`config.mk`:
```
export PLATFORM = sky130hd
export DESIGN_NAME = coin_acceptor
export DESIGN_NICKNAME = d
export VERILOG_FILES = /design/src/rtl/vend_pkg.sv /design/src/rtl/coin_debounce.sv /design/src/rtl/coin_acceptor.sv
export SDC_FILE = /design/constraint.sdc
export NUM_CORES = 1
export LEC_CHECK = 0
export CORE_ASPECT_RATIO = 0.8
export CORE_MARGIN = 10
export CORE_UTILIZATION = 33
export DETAILED_ROUTE_END_ITERATION = 7
export PLACE_DENSITY = 0.5
export SYNTH_ARGS = -nofsm -noshare
export SYNTH_HDL_FRONTEND = slang
export SYNTH_SLANG_ARGS = --single-unit
```
`constraint.sdc`:
```
create_clock -name clk -period 3 [get_ports clk]
set_clock_uncertainty 0.05 [all_clocks]
set_input_delay 0.3 -clock clk [delete_from_list [all_inputs] [get_ports clk]]
set_output_delay 0.3 -clock clk [all_outputs]
set_load 0.01 [all_outputs]
```
`src/rtl/vend_pkg.sv`:
```
// Shared definitions for the newspaper vending path: coin codes, emitter states, pricing.
package vend_pkg;

    localparam logic [1:0] COIN_NONE = 2'b00;
    localparam logic [1:0] COIN_5    = 2'b01;
    localparam logic [1:0] COIN_10   = 2'b10;

    typedef enum logic [1:0] {
        EM_IDLE = 2'b00,
        EM_SEND = 2'b01,
        EM_GAP  = 2'b10
    } emit_state_e;

    // Pricing used by the downstream vending FSM (rupees).
    localparam int unsigned PRICE_RS  = 15;
    localparam int unsigned CHANGE_RS = 5;

endpackage

```
`src/rtl/coin_debounce.sv`:
```
// Two-flop synchroniser plus level debouncer; pulses qual once per debounced 0->1 flip.
module coin_debounce #(
    parameter int unsigned DEBOUNCE_CYCLES = 4
) (
    input  logic clk,
    input  logic rst_n,
    input  logic sense,
    output logic qual
);

    logic [1:0] sync_q, sync_d;
    logic       stable_q, stable_d;
    logic [3:0] cnt_q, cnt_d;
    logic       qual_q, qual_d;
    logic       synced;

    assign synced = sync_q[1];

    // Count consecutive mismatches against the stable level; flip after DEBOUNCE_CYCLES.
    // The stable level resets high so the sensor must first be seen low (armed) before
    // a coin can qualify; a sensor stuck high across reset never produces a coin.
    always_comb begin
        sync_d   = {sync_q[0], sense};
        stable_d = stable_q;
        cnt_d    = 4'd0;
        qual_d   = 1'b0;
        if (synced != stable_q) begin
            if (cnt_q == 4'(DEBOUNCE_CYCLES - 1)) begin
                stable_d = synced;
                qual_d   = synced;
            end else begin
                cnt_d = cnt_q + 4'd1;
            end
        end
    end

    // State registers.
    always_ff @(posedge clk or negedge rst_n) begin
        if (!rst_n) begin
            sync_q   <= 2'b00;
            stable_q <= 1'b1;
            cnt_q    <= 4'd0;
            qual_q   <= 1'b0;
        end else begin
            sync_q   <= sync_d;
            stable_q <= stable_d;
            cnt_q    <= cnt_d;
            qual_q   <= qual_d;
        end
    end

    assign qual = qual_q;

endmodule

```
`src/rtl/coin_acceptor.sv`:
```
// Coin front end: debounced sensors -> coin FIFO -> paced single-cycle coin codes.
module coin_acceptor
    import vend_pkg::*;
#(
    parameter int unsigned DEBOUNCE_CYCLES = 4,
    parameter int unsigned FIFO_DEPTH      = 4,
    parameter int unsigned GAP_CYCLES      = 1
) (
    input  logic                          clk,
    input  logic                          reset,
    input  logic                          nickel_sense,
    input  logic                          dime_sense,
    input  logic                          hold,
    output logic [1:0]                    coin,
    output logic                          reject,
    output logic                          busy,
    output logic [$clog2(FIFO_DEPTH):0]   fifo_count
);

    localparam int unsigned AW = $clog2(FIFO_DEPTH);
    localparam int unsigned CW = AW + 1;

    logic            qual_nickel;
    logic            qual_dime;

    logic [FIFO_DEPTH-1:0] mem_q, mem_d;
    logic [AW-1:0]   wr_ptr_q, wr_ptr_d;
    logic [AW-1:0]   rd_ptr_q, rd_ptr_d;
    logic [CW-1:0]   count_q, count_d;
    emit_state_e     state_q, state_d;
    logic [2:0]      gap_q, gap_d;
    logic [1:0]      coin_q, coin_d;
    logic            reject_q, reject_d;
    logic            pop;
    logic            push;
    logic            push_bit;

    coin_debounce #(.DEBOUNCE_CYCLES(DEBOUNCE_CYCLES)) u_nickel (
        .clk   (clk),
        .rst_n (reset),
        .sense (nickel_sense),
        .qual  (qual_nickel)
    );

    coin_debounce #(.DEBOUNCE_CYCLES(DEBOUNCE_CYCLES)) u_dime (
        .clk   (clk),
        .rst_n (reset),
        .sense (dime_sense),
        .qual  (qual_dime)
    );

    // Accept decision: pop is evaluated first so a full FIFO can still take a coin.
    always_comb begin
        pop      = (state_q == EM_IDLE) && (count_q != '0) && !hold;
        push     = 1'b0;
        push_bit = qual_dime;
        reject_d = 1'b0;
        if (qual_nickel && qual_dime) begin
            reject_d = 1'b1;
        end else if (qual_nickel || qual_dime) begin
            if ((count_q < CW'(FIFO_DEPTH)) || pop) begin
                push = 1'b1;
            end else begin
                reject_d = 1'b1;
            end
        end
    end

    // FIFO storage, one bit per coin (1 = Rs10), pointers wrap naturally.
    always_comb begin
        mem_d    = mem_q;
        wr_ptr_d = wr_ptr_q;
        rd_ptr_d = rd_ptr_q;
        count_d  = count_q;
        if (push) begin
            mem_d[wr_ptr_q] = push_bit;
            wr_ptr_d        = wr_ptr_q + AW'(1);
        end
        if (pop) begin
            rd_ptr_d = rd_ptr_q + AW'(1);
        end
        case ({push, pop})
            2'b10:   count_d = count_q + CW'(1);
            2'b01:   count_d = count_q - CW'(1);
            default: count_d = count_q;
        endcase
    end

    // Emitter: one SEND cycle, GAP_CYCLES idle cycles, then back to IDLE for the next pop.
    always_comb begin
        state_d = state_q;
        gap_d   = gap_q;
        coin_d  = COIN_NONE;
        case (state_q)
            EM_IDLE: begin
                if (pop) begin
                    coin_d  = mem_q[rd_ptr_q] ? COIN_10 : COIN_5;
                    state_d = EM_SEND;
                end
            end
            EM_SEND: begin
                gap_d   = 3'(GAP_CYCLES - 1);
                state_d = EM_GAP;
            end
            EM_GAP: begin
                if (gap_q == 3'd0) begin
                    state_d = EM_IDLE;
                end else begin
                    gap_d = gap_q - 3'd1;
                end
            end
            default: state_d = EM_IDLE;
        endcase
    end

    // State registers.
    always_ff @(posedge clk or negedge reset) begin
        if (!reset) begin
            mem_q    <= '0;
            wr_ptr_q <= '0;
            rd_ptr_q <= '0;
            count_q  <= '0;
            state_q  <= EM_IDLE;
            gap_q    <= 3'd0;
            coin_q   <= COIN_NONE;
            reject_q <= 1'b0;
        end else begin
            mem_q    <= mem_d;
            wr_ptr_q <= wr_ptr_d;
            rd_ptr_q <= rd_ptr_d;
            count_q  <= count_d;
            state_q  <= state_d;
            gap_q    <= gap_d;
            coin_q   <= coin_d;
            reject_q <= reject_d;
        end
    end

    assign coin       = coin_q;
    assign reject     = reject_q;
    assign fifo_count = count_q;
    assign busy       = (count_q != '0) || (state_q != EM_IDLE);

endmodule

```
Yosys cells after proc, flatten, opt, wreduce, memory -nomap -nowiden
Index checks and enable logic that the tools add are counted.

word-level totals
  word-level logic and storage cells = 84
  bits in registers = 35
  input port bits = 5

cells by class
  equal/unequal tests = 11
  reduce and logical (&&, ||, !) cells = 18
  multiplexer cells = 28
  add/subtract/negate cells = 7
  magnitude comparators = 4

operators by type and width
  operator             count
  $mux 4               4
  $mux 1               12
  $pmux 3 s2           2
  $mux 2               5
  $add 4x1->4 const B  2
  $eq 4x2->1 const B   2
  $reduce_and 2->1     4
  $lt 2x3->1 const B   2
  $ne 2x2->1 const B   3
  $pmux 2 s3           1
  $reduce_bool 2->1    3
  $sub 3x1->3 const B  2
  $add 2x1->2 const B  2
  $bwmux 4             1
  $eq 2x1->1 const B   2
  $eq 2x2->1 const B   2
  $logic_and 1x1->1    4
  $add 3x1->3 const B  1
  $logic_not 3->1      1
  $logic_or 1x1->1     3
  $lt 3x3->1 const B   1
  $mux 3               1
  $reduce_bool 3->1    1
  $bmux 1 s2           1
  5 further kinds      6

Logic depth before layout (Yosys ltp)
  depth in word-level cells = 9
  gate-level depth with buffers = 9
  depth with buffers taken out = 8

Modules after synthesis
From an unflattened synthesis, not the netlist that was laid out.

second synthesis, totals
  cell total of the unflattened synthesis = 141
  area total of the unflattened synthesis = 1667.8 um^2

by module, submodules not included
  module         sequential area each (um^2)  times used  area each (um^2)  cells each
  coin_acceptor  475.5                        1           1034.7            97
  coin_debounce  201.4                        2           316.6             22

Worst setup path before layout
Ideal clock, no wire load.

  kind = register to register
  start point = reg state_q[1]
  end point = reg count_q[2] (netlist: fifo_count[2])
  stages on the path, launching flop included = 10
  clock period less this slack = 2042 ps
  data arrival time = 1913 ps
  slack = 958 ps
  cells stage by stage = dfrtp_1 buf_6 nor3_1 and2_1 ha_1 inv_1 fa_1 xor2_1 nor2_1 xor2_1

on the way
  word-level cells in the longest chain between the ends = 9
  elaborated cells on any way between the ends = 11

ends and longest elaborated chain
  item                                                    line                  source
  from (decl)                                             coin_acceptor.sv:30   emit_state_e state_q, state_d;
  from (signal assigned)                                  coin_acceptor.sv:132  state_q <= state_d;
  $logic_not 2->1 (*)                                     coin_acceptor.sv:54   pop = (state_q == EM_IDLE) && (count_q != '0) && !hold;
  $logic_and 1x1->1 (*) (2 in a row)                      coin_acceptor.sv:54
  via pop                                                 coin_acceptor.sv:34   logic pop;
  $logic_or 1x1->1                                        coin_acceptor.sv:61   if ((count_q < CW'(FIFO_DEPTH)) || pop) begin
  $mux 1                                                  coin_acceptor.sv:61
  $mux 1                                                  coin_acceptor.sv:60   end else if (qual_nickel || qual_dime) begin
  $mux 1                                                  coin_acceptor.sv:58   if (qual_nickel && qual_dime) begin
  $eq 2x1->1 / $eq 2x2->1 (equally long branches)         coin_acceptor.sv:82   case ({push, pop})
  $pmux 3 s2 / $reduce_bool 2->1 (equally long branches)  --
  to (signal assigned)                                    coin_acceptor.sv:131  count_q <= count_d;
  to (decl)                                               coin_acceptor.sv:29   logic [CW-1:0] count_q, count_d;

Mark *: on every way through the listed nets, which the timed path passes. The rest lies on a longest branch.
A chain may end at the register's enable or synchronous reset.

Worst setup path in the final report
  start point = reg count_q[2] (netlist: fifo_count[2])
  end point = out busy

on the way
  word-level cells in the longest chain between the ends = 2

ends and longest elaborated chain
  item               line                  source
  $reduce_bool 3->1  coin_acceptor.sv:142  assign busy = (count_q != '0) || (state_q != EM_IDLE);
  $logic_or 1x1->1   coin_acceptor.sv:142
  to (decl)          coin_acceptor.sv:16   output logic busy,

Every way passes these cells.

==> impl_metrics.csv <==
group,metric,value,unit
sta,hold_viol,0,
yosys,synthArstFlopShare,100.0,%
detailed_routing,wl,2715,µm
setup_path,required,2.65,ns
yosys,syn_nets,153,
clock_tree,root_buffer,"clkbuf_8",
clock_tree,clkSinkCount,35,
clock_tree,clk_path_buf_depth,2,
floorplanning,start_util,34.92,%
setup_path,path_class,"flip-flop to primary output",
floorplanning,die_w,98.68,µm
yosys,synth_fa_ha_area_share,8.116,%
global_route,grt_use_total,7.162,%
global_route,grt_pass1_vias,998,
job,maxCapViolations,0,
setup_path,cp_slowest_cell,"clkdlybuf4s50_1",
placed_design,dp_slack,0.4793,ns
sta,drv_slew,0,
yosys,yosys.area.top_type,"dfrtp_1",
global_route,grt_max_degree,36,
sta,setup_tns,0,ns
setup_path,crit_path_start,"fifo_count[2]",
yosys,synth_ff_type,"dfrtp_1",
floorplanning,die_h,82.94,µm
power,power,1.611,mW
detailed_routing,drt_first_pass_iters,4,
placed_design,dp_hpwl,2036,µm
clock_tree,htreeDepth,2,
setup_path,critical_path.cell_chain,"or3_1 -> or3_1 -> clkdlybuf4s50_1",
yosys,synth_area,0.001634,mm²
global_route,antenna_found_initial,0,
floorplanning,die_area,0.008184,mm²
setup_path,cp_common_cell,"or3_1",
sta,timing.final.ws_setup,0.6443,ns
detailed_routing,vias,1018,
setup_path,rr_endpoint,"fifo_count[2]",
sta,rsz0062_at_grt,"no",
setup_path,worstSetupEndpoint,"busy",
sta,slew_headroom,71.11,%
yosys,synth_edf_count,0,
setup_path,crit_path_end_kind,"primary output",
yosys,avgSynthCellArea,11.84,µm²
placed_design,io_buffers,11,
setup_path,slowest_delay,0.50,ns
yosys,syn_inst,138,
power,irDropWorstVdd,0.2729,mV
floorplanning,ios,12,
sta,fmax,424.5,MHz
power,power_density,845.5,mW/mm²
sta,worst_pin_slew,0.4334,ns
clock_tree,numCtsBuffers,5,
setup_path,cp_top_family,"simple AND/OR/NAND/NOR gates",
power,power_leakage,0.8440,nW
yosys,synth_cell_types,38,
sta,setup_viol,0,
detailed_routing,drc,0,
setup_path,worstSetupPathDepth,3,
sta,fin_crit,2.356,ns
setup_path,start_kind,"flip-flop",
floorplanning,row_count,22,
finish,nNetsFinal,169,
setup_path,reg2regPathDepth,8,
global_route,grt_pass1_wl,4816,µm
detailed_routing,drtIter0Drc,18,
detailed_routing,via_per_inst,4.735,
clock_tree,ctsHoldBuffers,0,
finish,synthToLayoutAreaGrowth,16.62,%
global_route,grt.overflow.total,0,
finish,stdcell_area,0.001906,mm²
clock_tree,clock_latency,0.28,ns
yosys,yosys.area.top_type_share,50.54,%
clock_tree,cts_resized,0,
floorplanning,core_area,0.004679,mm²
setup_path,path_max_fanout,5,
placed_design,placedInstanceArea,0.001805,mm²
setup_path,cp.arrival,2.01,ns
yosys,ys_warn_count,0,
setup_path,worst-path-buf-inv,1,
sta,finalCritPeriodShare,78.52,%
finish,stdcell_count,215,
clock_tree,clkTransAtPathRegs,0.06,ns
finish,final_core_util,40.72,%
finish,drive_gt1_share,13.55,%
yosys,synth_area_leaders,"dfrtp_1 (51%), ha_1 (6.9%), dfstp_2 (3.2%)",
detailed_routing,ant_nets,0,
yosys,synth_mux_area_share,4.977,%
yosys,seq_area_frac_synth,53.75,%
detailed_routing,routedWlPerCell,12.63,µm
yosys,synth_xor_xnor_area_share,5.896,%
clock_tree,tritoncts,"built",
yosys,synth_top_family_by_area,"simple AND/OR/NAND/NOR gates",
placed_design,dp_cells,207,
hold_path,min_path_type,"flip-flop to flip-flop",
yosys,synth_seq_cells,35,
sta,hold_ws,0.3050,ns
status,status,"complete, no violations",
setup_path,rr_startpoint,"state_q[0]",
yosys,synth_compound_area_share,10.41,%
yosys,synthSimpleGateAreaFrac,13.25,%
clock_tree,postCtsSetupBuffers,0,
setup_path,r2r_slack,0.69,ns
finish,diodes,0,
placed_design,routabilityCongestion,0.8139,
cell usage in the layout, fill, tap and decap left out, types with 3 or more instances in the layout:
cell             synthesis  layout
dfrtp_1                 33      33
clkdlybuf4s50_1          0      11
inv_1                   10      10
ha_1                     9       9
nand2_1                  8       8
a21oi_1                  8       8
clkbuf_8                 0       7
xor2_1                   6       6
o21ai_0                  6       6
xnor2_1                  5       5
nor3_1                   4       4
nor2_1                   4       4
nor2b_1                  4       4
a31oi_1                  4       4
mux2_2                   3       3
nand3_1                  3       3
area by class of cell:
class | instances | area (µm²)
flip-flops and latches | 35 | 878.3
well taps | 60 | 75.07
inverters | 10 | 37.54
clock buffers | 8 | 100.1
fillers | 469 | 2774
multi-input cells | 90 | 696.9
repair buffers | 12 | 117.6
kinds of logic after synthesis:
| family | count (synthesis) |
|---|---|
| flip-flops | 35 |
| XOR/XNOR | 11 |
| AND/OR/NAND/NOR | 38 |
| buffers and inverters | 13 |
| adder cells (fa/ha/maj) | 10 |
| AO/OA/AOI/OAI | 25 |
| multiplexers | 6 |
report_power, final:
group | leakage, nW | switching [mW] | total (mW) | internal (mW)
Combinational | 0.342 | 0.245 | 0.520 | 0.275
Clock | 0.0515 | 0.158 | 0.367 | 0.209
Sequential | 0.450 | 0.130 | 0.724 | 0.594
sequential cells by signal, summed over array words and instances, names as in the netlist, 3 cells and up:
| signal | flops |
|---|---|
| fifo_count | 3 |
| gap_q | 3 |
| mem_q | 4 |
| u_dime.cnt_q | 4 |
| u_nickel.cnt_q | 4 |
cells in the mapped netlist, drive strengths merged, types with 5 or more instances:
cell	count
dfrtp	33
inv	10
ha	9
nand2	9
a21oi	8
o21ai	6
xor2	6
xnor2	5
layer usage:
metal,track usage [%],wire (µm),vias up
met5,0,0,-
met4,3.881,66,0
met3,2.897,139,8
met2,10.42,1250,13
met1,8.772,1258,496
li1,-,-,501
how the worst min path moves through the flow:
stage	slack, ns	from	endpoint	depth (start not counted)
after floorplan	-0.05	reset	coin[0]	0
after global placement	0.28	u_nickel.sync_q[0]	u_nickel.sync_q[1]	0
after detailed placement	0.29	u_dime.sync_q[0]	u_dime.sync_q[1]	0
after CTS	0.31	u_dime.sync_q[0]	u_dime.sync_q[1]	0
after global routing	0.31	u_nickel.sync_q[0]	u_nickel.sync_q[1]	0
final	0.31	u_dime.sync_q[0]	u_dime.sync_q[1]	0
(Power assumes the default switching activity.)
==> edit 1, RTL diff (same flow settings) <==
`FIFO_DEPTH`: 4 -> 2.
--- a/src/rtl/coin_acceptor.sv
+++ b/src/rtl/coin_acceptor.sv
@@ -3,7 +3,7 @@
     import vend_pkg::*;
 #(
     parameter int unsigned DEBOUNCE_CYCLES = 4,
-    parameter int unsigned FIFO_DEPTH      = 4,
+    parameter int unsigned FIFO_DEPTH      = 2,
     parameter int unsigned GAP_CYCLES      = 1
 ) (
     input  logic                          clk,
Interface: changed (resized fifo_count); port bits go from 12 to 11. No check against the original RTL was run, so the function may have changed too.
==> edit 1 against the original RTL <==
- total power shrank 19%
- setup slack gained 0.50 ns
- synthesized cell count shrank 19%
- routed wire length shrank 21%
- final area shrank 18%
- register-to-register slack gained 0.59 ns
- sequential cell count shrank 5
- area after synthesis shrank 20%
- largest power group unchanged
- highest routed layer unchanged
==> edit 1: results (changes against the original RTL) <==
share of the synthesized area in the top cell type 53.9% (+3.4 points); top cells by instance count after synthesis dfrtp_1, a21oi_1, inv_1; sequential fraction of the synthesis area 57.9% (+4.2 points); fin nets 138 (-18%); Final HPWL DP 1550 um (-24%); maximum fanout count along the critical path 11 (+6); post-route minimum period 1.86 ns (-0.498 ns); vias in the first global route 839 (-16%); number of port buffers 10 (-1); worst setup path startpoint state_q[0]$_DFFE_PN0P_; data arrival time of the critical path 1.51 ns (-0.50 ns); drt wl/cell 11.6 um (-8.1%); P_leak 0.702 nW (-17%); status complete, no violations; layout cells sized above 1 10.9% (-2.7 points); combined global-route utilization of all metal layers 6.80% (-0.36 points); first-pass GRT wire length 3800 um (-21%); Routability Congestion 0.703 (-14%); critical register-to-register path endpoint fifo_count[1]$_DFFE_PN0P_; pin count of the biggest net entering global routing 20 (-44%); slack of the worst reg-to-reg path 1.28 ns (+0.59 ns); worst setup slack after placement 0.987 ns (+0.508 ns); Critical R2R Launch state_q[1]$_DFFE_PN0P_; number of vias in the routed layout 830 (-18%); count of distinct cell types in the synthesized netlist 31 (-18%); top post-synthesis cells by area dfrtp_1, ha_1, dfstp_2
## edit 1: cell count changes after synthesis, moves of 3 or more
cell	before	now
o21ai_0	6	0
dfrtp_1	33	28
nand2_1	8	3
ha_1	9	5
o21ai_1	0	4
a31oi_1	4	1
inv_1	10	7
## edit 1: area by class of cell
class | count | share of cell area (%)
Clock buffer | 7 | 5.54
Clock inverter | 1 | 0.321
Inverter | 8 | 1.93
Multi-Input combinational cell | 72 | 32.5
Sequential cell | 30 | 48.4
Tap cell | 55 | 4.42
Timing Repair Buffer | 11 | 6.91
## edit 1: cells by family (layout without fill, tap and decap cells)
group	Yosys count	in the layout	synth area share [%]
AND/OR/NAND/NOR	33	33	14.5
flip-flops	30	30	57.9
AO/OA/AOI/OAI	21	21	10.4
XOR/XNOR	10	10	6.74
buffers and inverters	10	27	3.08
adder cells (fa/ha/maj)	5	5	4.81
multiplexers	3	3	2.50
## edit 1: report_power, final
group,switching (mW),internal (mW)
Sequential,0.111,0.507
Combinational,0.160,0.198
Clock,0.141,0.184
## edit 1: per-stage QoR
| stage | util (%) | instances | total power [mW] |
|---|---|---|---|
| 6_report | 41.0 | 184 | 1.30 |
| 5_1_grt | 41.0 | 184 | 1.41 |
| 4_1_cts | 41.0 | 184 | 1.33 |
| 3_3_place_gp | 38.6 | 176 | 0.981 |
| 3_5_place_dp | 38.6 | 176 | 0.991 |
| 2_1_floorplan | - | 112 | 0.862 |
## edit 1: worst max-delay path: stages, from the launching register on
cell             delay [ns]
dfrtp_1                0.56
nor2_1                 0.07
nand2_1                0.06
clkdlybuf4s50_1        0.53
## edit 1: per-layer routing
metal  GRT usage, %  up-vias  routed length [um]
li1               -      415                   -
met1           8.41      392                1120
met2           9.06       16                 856
met3           3.44        7                 104
met4           4.29        0                  54
met5              0        -                   0
==> edit 2, RTL diff (same settings) <==
Made on the original files. Register the inputs `nickel_sense`, `dime_sense` and `hold` before use. The logic sees them one clock later.
--- a/src/rtl/coin_acceptor.sv
+++ b/src/rtl/coin_acceptor.sv
@@ -20,6 +20,16 @@
     localparam int unsigned AW = $clog2(FIFO_DEPTH);
     localparam int unsigned CW = AW + 1;
 
+    logic nickel_sense_q;
+    logic dime_sense_q;
+    logic hold_q;
+
+    always_ff @(posedge clk) begin
+        nickel_sense_q <= nickel_sense;
+        dime_sense_q   <= dime_sense;
+        hold_q         <= hold;
+    end
+
     logic            qual_nickel;
     logic            qual_dime;
 
@@ -38,20 +48,20 @@
     coin_debounce #(.DEBOUNCE_CYCLES(DEBOUNCE_CYCLES)) u_nickel (
         .clk   (clk),
         .rst_n (reset),
-        .sense (nickel_sense),
+        .sense (nickel_sense_q),
         .qual  (qual_nickel)
     );
 
     coin_debounce #(.DEBOUNCE_CYCLES(DEBOUNCE_CYCLES)) u_dime (
         .clk   (clk),
         .rst_n (reset),
-        .sense (dime_sense),
+        .sense (dime_sense_q),
         .qual  (qual_dime)
     );
 
     // Accept decision: pop is evaluated first so a full FIFO can still take a coin.
     always_comb begin
-        pop      = (state_q == EM_IDLE) && (count_q != '0) && !hold;
+        pop      = (state_q == EM_IDLE) && (count_q != '0) && !hold_q;
         push     = 1'b0;
         push_bit = qual_dime;
         reject_d = 1'b0;
Formal check against the unedited RTL: not equivalent (Yosys sat finds a counterexample within 10 cycles, from zero or initial values and one cycle with reset low).
==> edit 2 against the original RTL <==
- final area rose by 2.8%
- routed wire length is 5.4% higher
- global-route usage grew 0.24 points
- sequential cell count up 3
- combinational power shrank 1%
- critical path type unchanged
- highest routed layer unchanged
- area after synthesis rose by 3.2%
- largest cell class unchanged
- critical path depth stayed put
- register-to-register slack improved by 0.15 ns
- total power is 2.0% higher
- setup slack got worse by 0.0031 ns
- clock power shrank 4%
==> edit 2: results (changes against the original RTL) <==
status complete, no violations; multi-input combinational cell area 692 um^2 (-0.72%); Antenna diodes 0 (unchanged); clock latency on the worst-skew pair 0.28 ns (about the same); combined global-route utilization of all metal layers 7.40% (+0.24 points); number of cells in the design after placement 214 (+3.4%); sequential fraction of the synthesis area 55.6% (+1.9 points); pin count of the biggest net entering global routing 36 (unchanged); power consumed by combinational cells 515 uW (-1%); dpl cell area 1870 um^2 (+3.4%); clock buffers 7 (-1); final number of setup-violating endpoints 0 (unchanged); antenna violations before repair 0 (unchanged); gate count after technology mapping 143 (+3.6%); Clock transition at path regs 0.08 ns (+0.02 ns); layout cells sized above 1 10.6% (-2.9 points); DRC violation total after the first TritonRoute iteration 34 (+16); transition at the pin with the smallest max-transition slack 0.440 ns (+0.00611 ns); fin nets 174 (+3.0%); P_leak 0.866 nW (+2.6%); filler cell count 487 (+3.8%); Worst Hold Launch nickel_sense_q$_DFF_P_; Critical R2R Launch state_q[1]$_DFFE_PN0P_; flop and latch count out of synthesis 38 (+8.6%); worst setup slack after placement 0.854 ns (+0.374 ns); routed wire length 2860 um (+5.4%); multi-input combinational area share 35.3% (-1.2 points); Routability Congestion 0.688 (-16%); Non-Clock Buffer Area Fraction 6.01% (-0.17 points); power spent charging and discharging nets 553 uW (+3.7%); count of inverters not on the clock network in the layout 11 (+1); worst setup path startpoint fifo_count[2]$_DFFE_PN0P_; number of iterations in the first detailed-routing pass 4 (unchanged); fraction of registers with async set/reset 92.1% (-7.9 points); Area Overhead vs Synth 16.1%; routed via count divided by cell count 4.75 (+0.27%); portion of total power attributed to the clock network 21.5% (-1.3 points); clock network contribution to total cell area 4.66% (-0.59 points); multi-input combinational cell count 91 (+1.1%); first-pass GRT wire length 4970 um (+3.3%); largest voltage drop on the vdd net 0.336 mV (+23%); drt wl/cell 12.9 um (+2.1%); power density over cell area 839 nW/um^2 (-0.72%); fraction of standard cell area that is sequential 47.9% (+1.8 points); number of clock buffers inserted by TritonCTS 5 (unchanged); Post-Route Utilization 39.3% (-1.4 points); largest stage delay on the critical path about 0.5 ns; Final HPWL DP 2090 um (+2.7%); count of final max-slew check failures 0 (unchanged); top cells by instance count after synthesis dfrtp_1, inv_1, a21oi_1; type of the most critical hold path reg2reg; count of cells resized by post-cts repair 0 (unchanged); count of distinct cell types in the synthesized netlist 37 (-2.6%); largest registers mem_q: 4 flops, u_dime.cnt_q: 4 flops, u_nickel.cnt_q: 4 flops; critical path's slowest cell clkdlybuf4s50_1; synthesized net count 158 (+3.3%); top post-synthesis cells by area dfrtp_1, ha_1, dfxtp_1; vias in the first global route 1,063 (+6.5%)
==> edit 2: metal layers <==
metal	wire length [um]	track usage (%)
met1	1470	9.69
met2	1200	10.1
met3	153	3.15
met4	44	3.51
met5	0	0
==> edit 2: cell families after synthesis <==
kind of cell | Yosys count | share of synthesized area, %
flops | 38 | 55.6
simple gates | 38 | 13.5
buf+inv | 14 | 3.34
compound gates | 28 | 10.4
xor+xnor | 11 | 5.71
mux | 4 | 3.56
fa+ha+maj | 10 | 7.86
==> edit 2: final timing paths <==
path,end,slack (ns),depth (start not counted)
setup reg to reg,fifo_count[2]$_DFFE_PN0P_,0.84,8
hold / removal,u_nickel.sync_q[0]$_DFF_PN0_,0.28,0
min in group asynchronous,mem_q[1]$_DFFE_PN0P_,0.37,2
hold reg to reg,u_nickel.sync_q[0]$_DFF_PN0_,0.28,0
setup / recovery,busy,0.64,3
max in group asynchronous,u_dime.stable_q$_DFFE_PN1P_,2.18,2
